==> src/rtl/pulse_width_mc.sv <==
// Multi-channel RC pulse-width capture: measures the high time of each PWM input in
// prescaled ticks and publishes range-checked widths with valid/new/error/lost flags.
module pulse_width_mc #(
    parameter int CH      = 4,
    parameter int CNT_W   = 12,
    parameter int PRESC   = 1,
    parameter int MIN_W   = 2,
    parameter int MAX_W   = 2000,
    parameter int TIMEOUT = 4000
) (
    input  logic                clk,
    input  logic                rst_n,
    input  logic                en,
    input  logic [CH-1:0]       PulIn,
    output logic [CH*CNT_W-1:0] width,
    output logic [CH-1:0]       valid,
    output logic [CH-1:0]       new_stb,
    output logic [CH-1:0]       err_stb,
    output logic [CH-1:0]       lost
);

    localparam int PW    = (PRESC > 1) ? $clog2(PRESC) : 1;
    localparam int PER_W = $clog2(TIMEOUT + 1);

    localparam logic [PW-1:0]    PRESC_TOP = PW'(PRESC - 1);
    localparam logic [PER_W-1:0] PER_MAX   = PER_W'(TIMEOUT);
    localparam logic [CNT_W-1:0] MIN_C     = CNT_W'(MIN_W);
    localparam logic [CNT_W-1:0] MAX_C     = CNT_W'(MAX_W);
    localparam logic [CNT_W:0]   MAX_X     = (CNT_W + 1)'(MAX_W);

    typedef enum logic [1:0] {
        WAIT_LOW,
        WAIT_RISE,
        HIGH
    } state_e;

    logic [CH-1:0] sync1_q, sync2_q, prev_q;
    logic [PW-1:0] presc_q;
    logic [1:0]    warm_q;
    logic          tick;
    logic          primed;

    always_ff @(posedge clk or negedge rst_n) begin
        if (!rst_n) begin
            sync1_q <= '0;
            sync2_q <= '0;
            prev_q  <= '0;
        end else begin
            sync1_q <= PulIn;
            sync2_q <= sync1_q;
            prev_q  <= sync2_q;
        end
    end

    always_ff @(posedge clk or negedge rst_n) begin
        if (!rst_n) begin
            presc_q <= '0;
        end else if (presc_q == PRESC_TOP) begin
            presc_q <= '0;
        end else begin
            presc_q <= presc_q + PW'(1);
        end
    end

    assign tick = (presc_q == PRESC_TOP);

    // The cleared synchroniser reads as a false low just after reset; hold the FSMs
    // in WAIT_LOW until the pipeline carries real samples so a live pulse is discarded.
    always_ff @(posedge clk or negedge rst_n) begin
        if (!rst_n) begin
            warm_q <= '0;
        end else if (warm_q != 2'd3) begin
            warm_q <= warm_q + 2'd1;
        end
    end

    assign primed = (warm_q == 2'd3);

    for (genvar k = 0; k < CH; k++) begin : g_ch
        state_e             state_q, state_d;
        logic [CNT_W-1:0]   cnt_q, cnt_d;
        logic [CNT_W-1:0]   width_q, width_d;
        logic [PER_W-1:0]   per_q, per_d;
        logic               valid_q, valid_d;
        logic               lost_q, lost_d;
        logic               new_q, new_d;
        logic               err_q, err_d;
        logic               s, p;
        logic [CNT_W:0]     cntNext;
        logic               ovf;

        assign s       = sync2_q[k];
        assign p       = prev_q[k];
        assign cntNext = {1'b0, cnt_q} + {{CNT_W{1'b0}}, tick};
        assign ovf     = (cntNext > MAX_X);

        always_ff @(posedge clk or negedge rst_n) begin
            if (!rst_n) begin
                state_q <= WAIT_LOW;
                cnt_q   <= '0;
                width_q <= '0;
                per_q   <= '0;
                valid_q <= 1'b0;
                lost_q  <= 1'b0;
                new_q   <= 1'b0;
                err_q   <= 1'b0;
            end else begin
                state_q <= state_d;
                cnt_q   <= cnt_d;
                width_q <= width_d;
                per_q   <= per_d;
                valid_q <= valid_d;
                lost_q  <= lost_d;
                new_q   <= new_d;
                err_q   <= err_d;
            end
        end

        always_comb begin
            state_d = state_q;
            if (!en) begin
                state_d = WAIT_LOW;
            end else begin
                case (state_q)
                    WAIT_LOW:  if (primed && !s) state_d = WAIT_RISE;
                    WAIT_RISE: if (!p && s)      state_d = HIGH;
                    HIGH: begin
                        if (!s)       state_d = WAIT_RISE;
                        else if (ovf) state_d = WAIT_LOW;
                    end
                    default:          state_d = WAIT_LOW;
                endcase
            end
        end

        // Accept takes priority over a timeout reached in the same cycle.
        always_comb begin
            cnt_d   = cnt_q;
            width_d = width_q;
            per_d   = per_q;
            valid_d = valid_q;
            lost_d  = lost_q;
            new_d   = 1'b0;
            err_d   = 1'b0;
            if (!en) begin
                cnt_d   = '0;
                per_d   = '0;
                valid_d = 1'b0;
            end else begin
                if (tick && (per_q != PER_MAX)) per_d = per_q + PER_W'(1);
                case (state_q)
                    WAIT_RISE: begin
                        if (!p && s) cnt_d = {{(CNT_W-1){1'b0}}, tick};
                    end
                    HIGH: begin
                        if (s) begin
                            if (ovf) begin
                                err_d = 1'b1;
                                cnt_d = '0;
                            end else begin
                                cnt_d = cntNext[CNT_W-1:0];
                            end
                        end else if ((cnt_q >= MIN_C) && (cnt_q <= MAX_C)) begin
                            width_d = cnt_q;
                            new_d   = 1'b1;
                            valid_d = 1'b1;
                            lost_d  = 1'b0;
                            per_d   = '0;
                        end else begin
                            err_d = 1'b1;
                        end
                    end
                    default: ;
                endcase
                if ((per_q == PER_MAX) && !new_d) begin
                    valid_d = 1'b0;
                    lost_d  = 1'b1;
                end
            end
        end

        assign width[k*CNT_W +: CNT_W] = width_q;
        assign valid[k]   = valid_q;
        assign lost[k]    = lost_q;
        assign new_stb[k] = new_q;
        assign err_stb[k] = err_q;
    end

endmodule
==> config.mk <==
export PLATFORM = sky130hd
export DESIGN_NAME = pulse_width_mc
export DESIGN_NICKNAME = d
export VERILOG_FILES = /design/src/rtl/pulse_width_mc.sv
export SDC_FILE = /design/constraint.sdc
export NUM_CORES = 1
export LEC_CHECK = 0
export CORE_MARGIN = 2
export CORE_UTILIZATION = 40
export CTS_CLUSTER_SIZE = 30
export DETAILED_ROUTE_END_ITERATION = 10
export GPL_TIMING_DRIVEN = 0
export PLACE_DENSITY_LB_ADDON = 0.3
export SYNTH_ARGS = -nofsm -noshare
export SYNTH_HDL_FRONTEND = slang
export SYNTH_SLANG_ARGS = --single-unit
==> constraint.sdc <==
create_clock -name clk -period 6.21 [get_ports clk]
set_clock_uncertainty 0.05 [all_clocks]
set_input_delay 0.9315 -clock clk [delete_from_list [all_inputs] [get_ports clk]]
set_output_delay 0.9315 -clock clk [all_outputs]
set_load 0.02 [all_outputs]
# After elaboration in Yosys (flattened, before gate mapping)
# Index checks and enable logic that the tools add are counted.
[classes] n_addsub=10 n_lt_le_gt_ge=12 eq_ne=54 mux=141 bitwise_logic=5 n_reduce_logical=64
[ops] cell="$mux W12" n=36
[ops] cell="$pmux W12 S2" n=4
[ops] cell="$mux W1" n=77
[ops] cell="$add A12 B1 Y13" n=4
[ops] cell="$gt A13 B11 Y1 const B" n=4
[ops] cell="$add A12 B1 Y12 const B" n=4
[ops] cell="$eq A12 B12 Y1 const B" n=4
[ops] cell="$ge A12 B2 Y1 const B" n=4
[ops] cell="$le A12 B11 Y1 const B" n=4
[ops] cell="$ne A12 B12 Y1 const B" n=4
[ops] cell="$mux W2" n=20
[ops] cell="$ne A3 B1 Y1 const B" n=12
[ops] cell="$ne A3 B3 Y1 const B" n=12
[ops] cell="$reduce_and A3 Y1" n=12
[ops] cell="$reduce_and A4 Y1" n=8
[ops] cell="$pmux W2 S3" n=4
[ops] cell="$logic_and A1 B1 Y1" n=20
[ops] cell="$ne A4 B4 Y1 const B" n=4
[ops] cell="$reduce_bool A2 Y1" n=8
[ops] cell="$logic_not A1 Y1" n=12
[ops] cell="$ne A3 B2 Y1 const B" n=4
[ops] cell="$eq A2 B2 Y1 const B" n=5
[ops] cell="$eq A2 B1 Y1 const B" n=4
[ops] cell="$logic_not A2 Y1" n=4
[ops] cell="5 further kinds" n=12
[totals] reg_bits=183 in_bits=7 output_inout_bits=64 wordCells=323

# Logic depth before layout (Yosys ltp)
# Gate-level depths: netlist of run 1.
[logic_depth] depth_word=10 ltp_mapped=10

# Worst setup path after synthesis of run 1
# OpenSTA, ideal clock, no wires.
[synth_path] kind="input port to flip-flop" from="input en" to="register g_ch[1].width_q[10]" arrival_time_ps=2314 required_ps=6035 setup_slack_ps=3721 cell_stages=7 path_cell_list="clkbuf_1 -> clkinv_1 -> nor2_1 -> nand2b_1 -> clkbuf_1 -> buf_2 -> mux2_2"
[synth_via] elab_chain_cells=1
[synth_lines] item="start, declared" line="13" source="input logic en,"
[synth_lines] item="$reduce_and A4 Y1 (no source line)"
[synth_lines] item="end signal, assigned" line="110" source="width_q <= width_d;"
[synth_lines] item="end, declared" line="82" source="logic [CNT_W-1:0] width_q, width_d;"
# Every way passes these cells.
# A chain may end at the register's enable or synchronous reset.

# Worst setup path in the final report of run 1
[layout_path] from="input en" to="register g_ch[3].err_q"
[layout_via] elab_chain_cells=1
[layout_lines] item="$mux W1" line="145" source="if (!en) begin"
[layout_lines] item="net g_ch[3].err_d" line="87" source="logic err_q, err_d;"
[layout_lines] item="end signal, assigned" line="115" source="err_q <= err_d;"
[layout_lines] item="end, declared" line="87"
# The timed path passes the listed nets, and every way through them passes these cells.

==> metrics.md, run 1 <==
| Metric | Value |
|---|---|
| Final hold slack | 0.302 ns |
| NetSw | 0.577 mW |
| Total length of routed wires | 19.9 mm |
| Max Slew Vio Count | 0 |
| Int Pwr | 1.92 mW |
| Worst EP required | 6.48 ns |
| Critical path startpoint category | primary input |
| Most area-consuming cells after synthesis | dfrtp_1 (49%), mux2_2 (4.7%), nor2_1 (4.0%) |
| Top cell type's share of synthesized area | 49.2% |
| Maximum clock insertion buffer count | 2 |
| Avg Cell Area, Syn | 9.86 sq um |
| Post-synthesis sequential element count | 182 |
| DRC violations left | 0 |
| Yosys cell types | 72 |
| Placed wire-length estimate | 13.5 mm |
| Synthesized area | 9250 sq um |
| Clock buffer count from CTS | 17 |
| VDD IR max | 0.177 mV |
| Filler cells | 2,095 |
| Share of layout cells above drive strength 1 | 11.0% |
| Root Buffer | clkbuf_16 |
| First-pass GRT wire length | 34.2 mm |
| Grt ovf | 0 |
| Starting Density | 40.9% |
| Setup repair bufs after CTS | 0 |
| Clk sink count | 182 |
| Via count | 7,147 |
| Antenna fix cells | 0 |
| Leakage | 4.88 nW |
| Achievable Freq | 0.315 GHz |
| Row cnt | 55 |
| DP Cell Count | 1,293 |
| Final setup fails | 0 |
| H-tree Lvls | 4 |
| Port Buffers | 69 |
| Unrepaired setup endpoints after global routing | false |
| Sequential fraction of the synthesis area | 49.2% |
| Post-Syn Instances | 938 |
| CP arrival | 3.45 ns |
| Fin crit period | 3.18 ns |
| Synth Net Count | 966 |
| DIE AREA | 24,400 sq um |
| CTS resizes | 0 |
| Vias per std cell | 5.39 |
| Primary FF master, synth | dfrtp_1 |
| Worst-Margin Slew | 0.821 ns |
| Logic pwr share | 5.2% |
| Die Wd | 156 microns |
| Post-synth top area cell | dfrtp_1 |
| Period utilisation layout | 51.2% |
| Die Span Y | 156 microns |
| IO Pins | 71 |
| Final Non-Filler Cells | 1,325 |
| Rel. slew slack | 45.0% |
| Synth cell count leaders | dfrtp_1 (182), nor2_1 (99), nand2_1 (77) |
| Most common cell in the netlist | dfrtp_1 |
| Antenna-violating nets left | 0 |
| GP Congestion | 0.898 |
| CP endpoint kind | flop |
| Iteration-0 DRC Markers | 446 |
| All-Layer GR Usage | 17.3% |
| Clk_lat worst skew | 0.43 ns |
| Drt first pass iters | 5 |
| Vias in the first global route | 6,901 |
| Net Sw Frac | 23.2% |
| PD cells | 228 nW/um^2 |
| Initial antenna violation count | 0 |
| EDFF count, synth | 0 |
| CP max FO | 10 |
| Worst-path clk slew | 0.07 ns |
| Core Area | 22,600 sq um |
| Yosys warning count | 0 |
| Worst hold path class | flop to flop |
| Async SR Flop Fraction | 100% |
| Clock Power Share | 45.4% |
| Wire per inst | 15.0 microns |
| Largest net degree at the start of global routing | 118 |
| CTS tree | built |
| Syn-to-layout area delta | 18.4% |
| Crit Path Category | primary input to flop |
| Outcome | finished clean |
| Final nets | 1,055 |
| Sequential share of power | 49.3% |
| MaxCap Viol Count | 0 |
| Final hold violations | 0 |
| Hold Buf Count CTS | 0 |
-- final cells by class --
type	instances	area, sq um	share of cell area (%)
plain buffers	66	332	3.03
flip-flops and latches	182	4550	41.6
clock inverters	12	168	1.53
well taps	285	357	3.26
inverters	27	101	0.925
multi-input cells	663	4260	38.9
clock buffers	20	457	4.17
repair buffers	70	723	6.60
-- registers in the layout, indices dropped and copies added (netlist names) --
name and cells:
g_ch.cnt_q 48, g_ch.err_q 4, g_ch.lost_q 4, g_ch.new_q 4, g_ch.per_q 48, g_ch.state_q 8
g_ch.valid_q 4, g_ch.width_q 48, prev_q 4, sync1_q 4, sync2_q 4, warm_q 2
-- final timing paths --
kind / startpoint / end / cells past startpoint / slack (ns)
min in group asynchronous: rst_n / g_ch[0].new_q$_DFF_PN0_ / 1 / 0.40
setup / recovery: en / g_ch[3].err_q$_DFF_PN0_ / 6 / 3.03
setup reg to reg: g_ch[3].cnt_q[1]$_DFFE_PN0P_ / g_ch[3].cnt_q[6]$_DFFE_PN0P_ / 8 / 3.22
max in group asynchronous: rst_n / prev_q[2]$_DFF_PN0_ / 2 / 4.75
hold / removal: sync1_q[3]$_DFF_PN0_ / sync2_q[3]$_DFF_PN0_ / 0 / 0.30
hold reg to reg: sync1_q[3]$_DFF_PN0_ / sync2_q[3]$_DFF_PN0_ / 0 / 0.30
-- through the flow --
stage	setup WS [ns]	power, mW	utilization, %	cell area [sq um]	TNS [ns]
floorplan	3.72	1.32	-	9250	0
global placement	-3.59	1.38	45.5	10300	-650.69
detailed placement	2.57	1.39	45.6	10300	0
CTS	3.00	2.53	48.4	11000	0
global route	2.87	2.60	48.4	11000	0
finish	3.03	2.49	48.4	11000	0
-- metal layers --
| metal | routed length (microns) | vias to the layer above | share of wire (%) | global-route usage (%) |
|---|---|---|---|---|
| li1 | - | 3500 | - | - |
| met1 | 9450 | 3461 | 47 | 24.1 |
| met2 | 9260 | 153 | 46 | 26.8 |
| met3 | 784 | 33 | 3.9 | 3.25 |
| met4 | 420 | 0 | 2.1 | 6.68 |
| met5 | 0 | - | 0 | 0 |
-- cells by family (layout without fill, tap and decap cells) --
logic type                 Yosys count  after routing  share of synthesized area (%)
AOI/OAI and AO/OA                  164            164                           12.2
xor gates and xnor gates            42             42                           3.98
adders and majority gates           21             21                           2.84
buffers and inverters               93            195                           4.68
DFF                                182            182                           49.2
muxes                               45             45                           5.40
and+or+nand+nor                    391            391                           21.7
-- power by group through the flow --
stage	combinational, mW	clock, mW	sequential [mW]
global placement	0.128	0	1.25
CTS	0.134	1.17	1.23
global route	0.150	1.22	1.23
finish	0.130	1.13	1.23
detailed placement	0.133	0	1.25
floorplan	0.0701	0	1.25
-- placed cells by master, fill, tap and decap left out, types with 17 or more instances in the layout --
cell             count
nand4_1             19
dfrtp_1            182
inv_1               26
o21ai_0             41
nand2_1             77
xor2_1              22
nand3_1             55
nor2b_1             18
clkbuf_16           17
and3_1              27
clkdlybuf4s50_1     68
xnor2_1             20
a21oi_1             23
clkbuf_1            37
mux2_2              39
ha_1                21
nor4_1              18
nor2_1              99
-- critical path, stage by stage --
cell and delay (ns):
clkbuf_1 0.41, clkbuf_1 0.52, clkbuf_1 0.54, clkbuf_1 0.58
nand3_1 0.15, a31oi_1 0.30
No activity file was read; power rests on OpenSTA's default activity.
==> run 2, diff against run 1 <==
==> constraint.sdc (replaced) <==
create_clock -name clk -period 3.2 [get_ports clk]
set_clock_uncertainty 0.05 [all_clocks]
set_input_delay 0.48 -clock clk [delete_from_list [all_inputs] [get_ports clk]]
set_output_delay 0.48 -clock clk [all_outputs]
set_load 0.02 [all_outputs]
==> metrics.md, run 2 (same netlist as run 1, synthesis figures left out) <==
| Metric | Value |
|---|---|
| Drt first pass iters | 5 (unchanged) |
| Outcome | finished clean (unchanged) |
| Achievable Freq | 0.334 GHz |
| VDD IR max | 0.344 mV (was 0.177 mV) |
| DIE AREA | 24,400 sq um (unchanged) |
| Worst-path clk slew | 0.07 ns (about the same) |
| Total length of routed wires | 20.0 mm (was 19.9 mm) |
| DRC violations left | 0 (unchanged) |
| Starting Density | 40.9% (unchanged) |
| Worst EP required | 3.47 ns (was 6.48 ns) |
| CP max-delay cell | dfrtp_1 (was clkbuf_1) |
| GP Congestion | 0.898 (unchanged) |
| Vias per std cell | 5.40 (was 5.39) |
| CP max FO | 10 (unchanged) |
| IO Pins | 71 (unchanged) |
| CP most frequent cell | o21ai_0 (was clkbuf_1) |
| Regs by FF count | g_ch.cnt_q: 48 flops, g_ch.per_q: 48 flops, g_ch.width_q: 48 flops (unchanged) |
| Total power | 4.84 mW (was 2.49 mW) |
| Period utilisation layout | 93.7% |
| Leakage | 4.88 nW (about the same) |
| Crit path buf inv count | 0 (was 4) |
| Pre-CTS WS | 0.00665 ns (was 2.57 ns) |
| CP endpoint kind | flop (unchanged) |
| H-tree Lvls | 4 (unchanged) |
| Largest net degree at the start of global routing | 118 (unchanged) |
| Max Slew Vio Count | 0 (unchanged) |
| Core Area | 22,600 sq um (unchanged) |
| Final nets | 1,056 (was 1,055) |
| Top Family by Delay on Critical Path | compound AO/OA/AOI/OAI gates (was buffers and inverters) |
| Final setup fails | 0 (unchanged) |
| Wire per inst | 15.1 microns (was 15.0 microns) |
| Placed wire-length estimate | 13.5 mm (unchanged) |
| Clk_lat worst skew | 0.44 ns (was 0.43 ns) |
| Commonest cells after routing, fill and taps aside | dfrtp_1 (181), nor2_1 (99), nand2_1 (77), clkdlybuf4s50_1 (68), nand3_1 (55) (was dfrtp_1 (182), nor2_1 (99), nand2_1 (77), clkdlybuf4s50_1 (68), nand3_1 (55)) |
| Share of layout cells above drive strength 1 | 11.2% (was 11.0%) |
| Clock buffer count from CTS | 17 (unchanged) |
| CTS tree | built (unchanged) |
| Initial antenna violation count | 0 (unchanged) |
| Syn-to-layout area delta | 18.6% (was 18.4%) |
| All-Layer GR Usage | 17.3% (about the same) |
| Grt ovf | 0 (unchanged) |
| Antenna fix cells | 0 (unchanged) |
| Final hold violations | 0 (unchanged) |
| Iteration-0 DRC Markers | 453 (was 446) |
| CP cell instances | ha_1 -> nand3_1 -> a2111oi_0 -> o21ai_0 -> a221o_1 -> nand2b_1 -> o21ai_0 -> a21o_1 (was clkbuf_1 -> clkbuf_1 -> clkbuf_1 -> clkbuf_1 -> nand3_1 -> a31oi_1) |
| Maximum clock insertion buffer count | 2 (unchanged) |
| Die Wd | 156 microns (unchanged) |
| Rel. slew slack | 54.6% (was 45.0%) |
| Most common cell after layout, fill and taps aside | dfrtp_1 (unchanged) |
| Fin crit period | 3.00 ns |
| Via count | 7,165 (was 7,147) |
| MaxCap Viol Count | 0 (unchanged) |
| Row cnt | 55 (unchanged) |
| Antenna-violating nets left | 0 (unchanged) |
| Port Buffers | 69 (unchanged) |
| PnR worst setup slack | 0.202 ns (was 3.03 ns) |
| Clk sink count | 182 (unchanged) |
| Setup repair bufs after CTS | 0 (unchanged) |
| Root Buffer | clkbuf_16 (unchanged) |
| First-pass GRT wire length | 34.2 mm (about the same) |
| Die Span Y | 156 microns (unchanged) |
| Vias in the first global route | 6,904 (was 6,901) |
| CP arrival | 3.27 ns (was 3.45 ns) |
| Crit Path Category | flop to flop (was primary input to flop) |
| Critical path startpoint category | flop (was primary input) |
| Unrepaired setup endpoints after global routing | false (unchanged) |
| CP max stage delay | 0.52 ns (was 0.58 ns) |
| PD cells | 441 nW/um^2 (was 228 nW/um^2) |
| Worst hold path class | flop to flop (unchanged) |
| Worst-Margin Slew | 0.681 ns (was 0.821 ns) |
## run 2: final cells by class
cell class / instances / area (sq um)
well taps: 285 / 357
flip-flops and latches: 182 / 4560
repair buffers: 71 / 733
clock inverters: 12 / 168
clock buffers: 20 / 457
plain buffers: 66 / 333
inverters: 27 / 101
multi-input cells: 663 / 4270
fillers: 2095 / 11700
## run 2: final timing paths
kind                                         startpoint                           end  slack, ns  cells after the start
max                        g_ch[3].cnt_q[0]$_DFFE_PN0P_  g_ch[3].cnt_q[6]$_DFFE_PN0P_       0.20                      8
min reg2reg                        sync1_q[3]$_DFF_PN0_          sync2_q[3]$_DFF_PN0_       0.30                      0
max reg2reg                g_ch[3].cnt_q[0]$_DFFE_PN0P_  g_ch[3].cnt_q[6]$_DFFE_PN0P_       0.20                      8
min in group asynchronous                         rst_n       g_ch[0].new_q$_DFF_PN0_       0.54                      2
min                                sync1_q[3]$_DFF_PN0_          sync2_q[3]$_DFF_PN0_       0.30                      0
max in group asynchronous                         rst_n  g_ch[3].cnt_q[1]$_DFFE_PN0P_       1.58                      3
## run 2: metal layers
| metal | vias to the layer above | global-route usage, % | share of wire (%) |
|---|---|---|---|
| met2 | 155 | 26.8 | 46 |
| met5 | - | 0 | 0 |
| met1 | 3473 | 24.1 | 48 |
| met3 | 31 | 3.25 | 3.5 |
| met4 | 0 | 6.68 | 2.0 |
| li1 | 3506 | - | - |
## run 2: power by group
part           switching (mW)  internal [mW]
clock network           0.915           1.28
registers              0.0464           2.34
logic                   0.161         0.0922
total                    1.12           3.72
## run 2: timing repair
action	CTS	global route
gates resized for setup	0	4
setup endpoints to repair	0	8
hold endpoints to repair	65	0
hold buffers	1	0
## run 2: per-stage QoR
stage          cell area [sq um]  setup TNS (ns)  util, %  hold slack (ns)  cells
4_1_cts                    11000               0     48.4            0.306   1326
5_1_grt                    11000               0     48.5            0.308   1326
3_5_place_dp               10300               0     45.6            0.290   1293
6_report                   11000               0     48.5            0.302   1326
2_1_floorplan               9250               0        -            0.134    938
3_3_place_gp               10300        -1116.36     45.5            0.286   1292
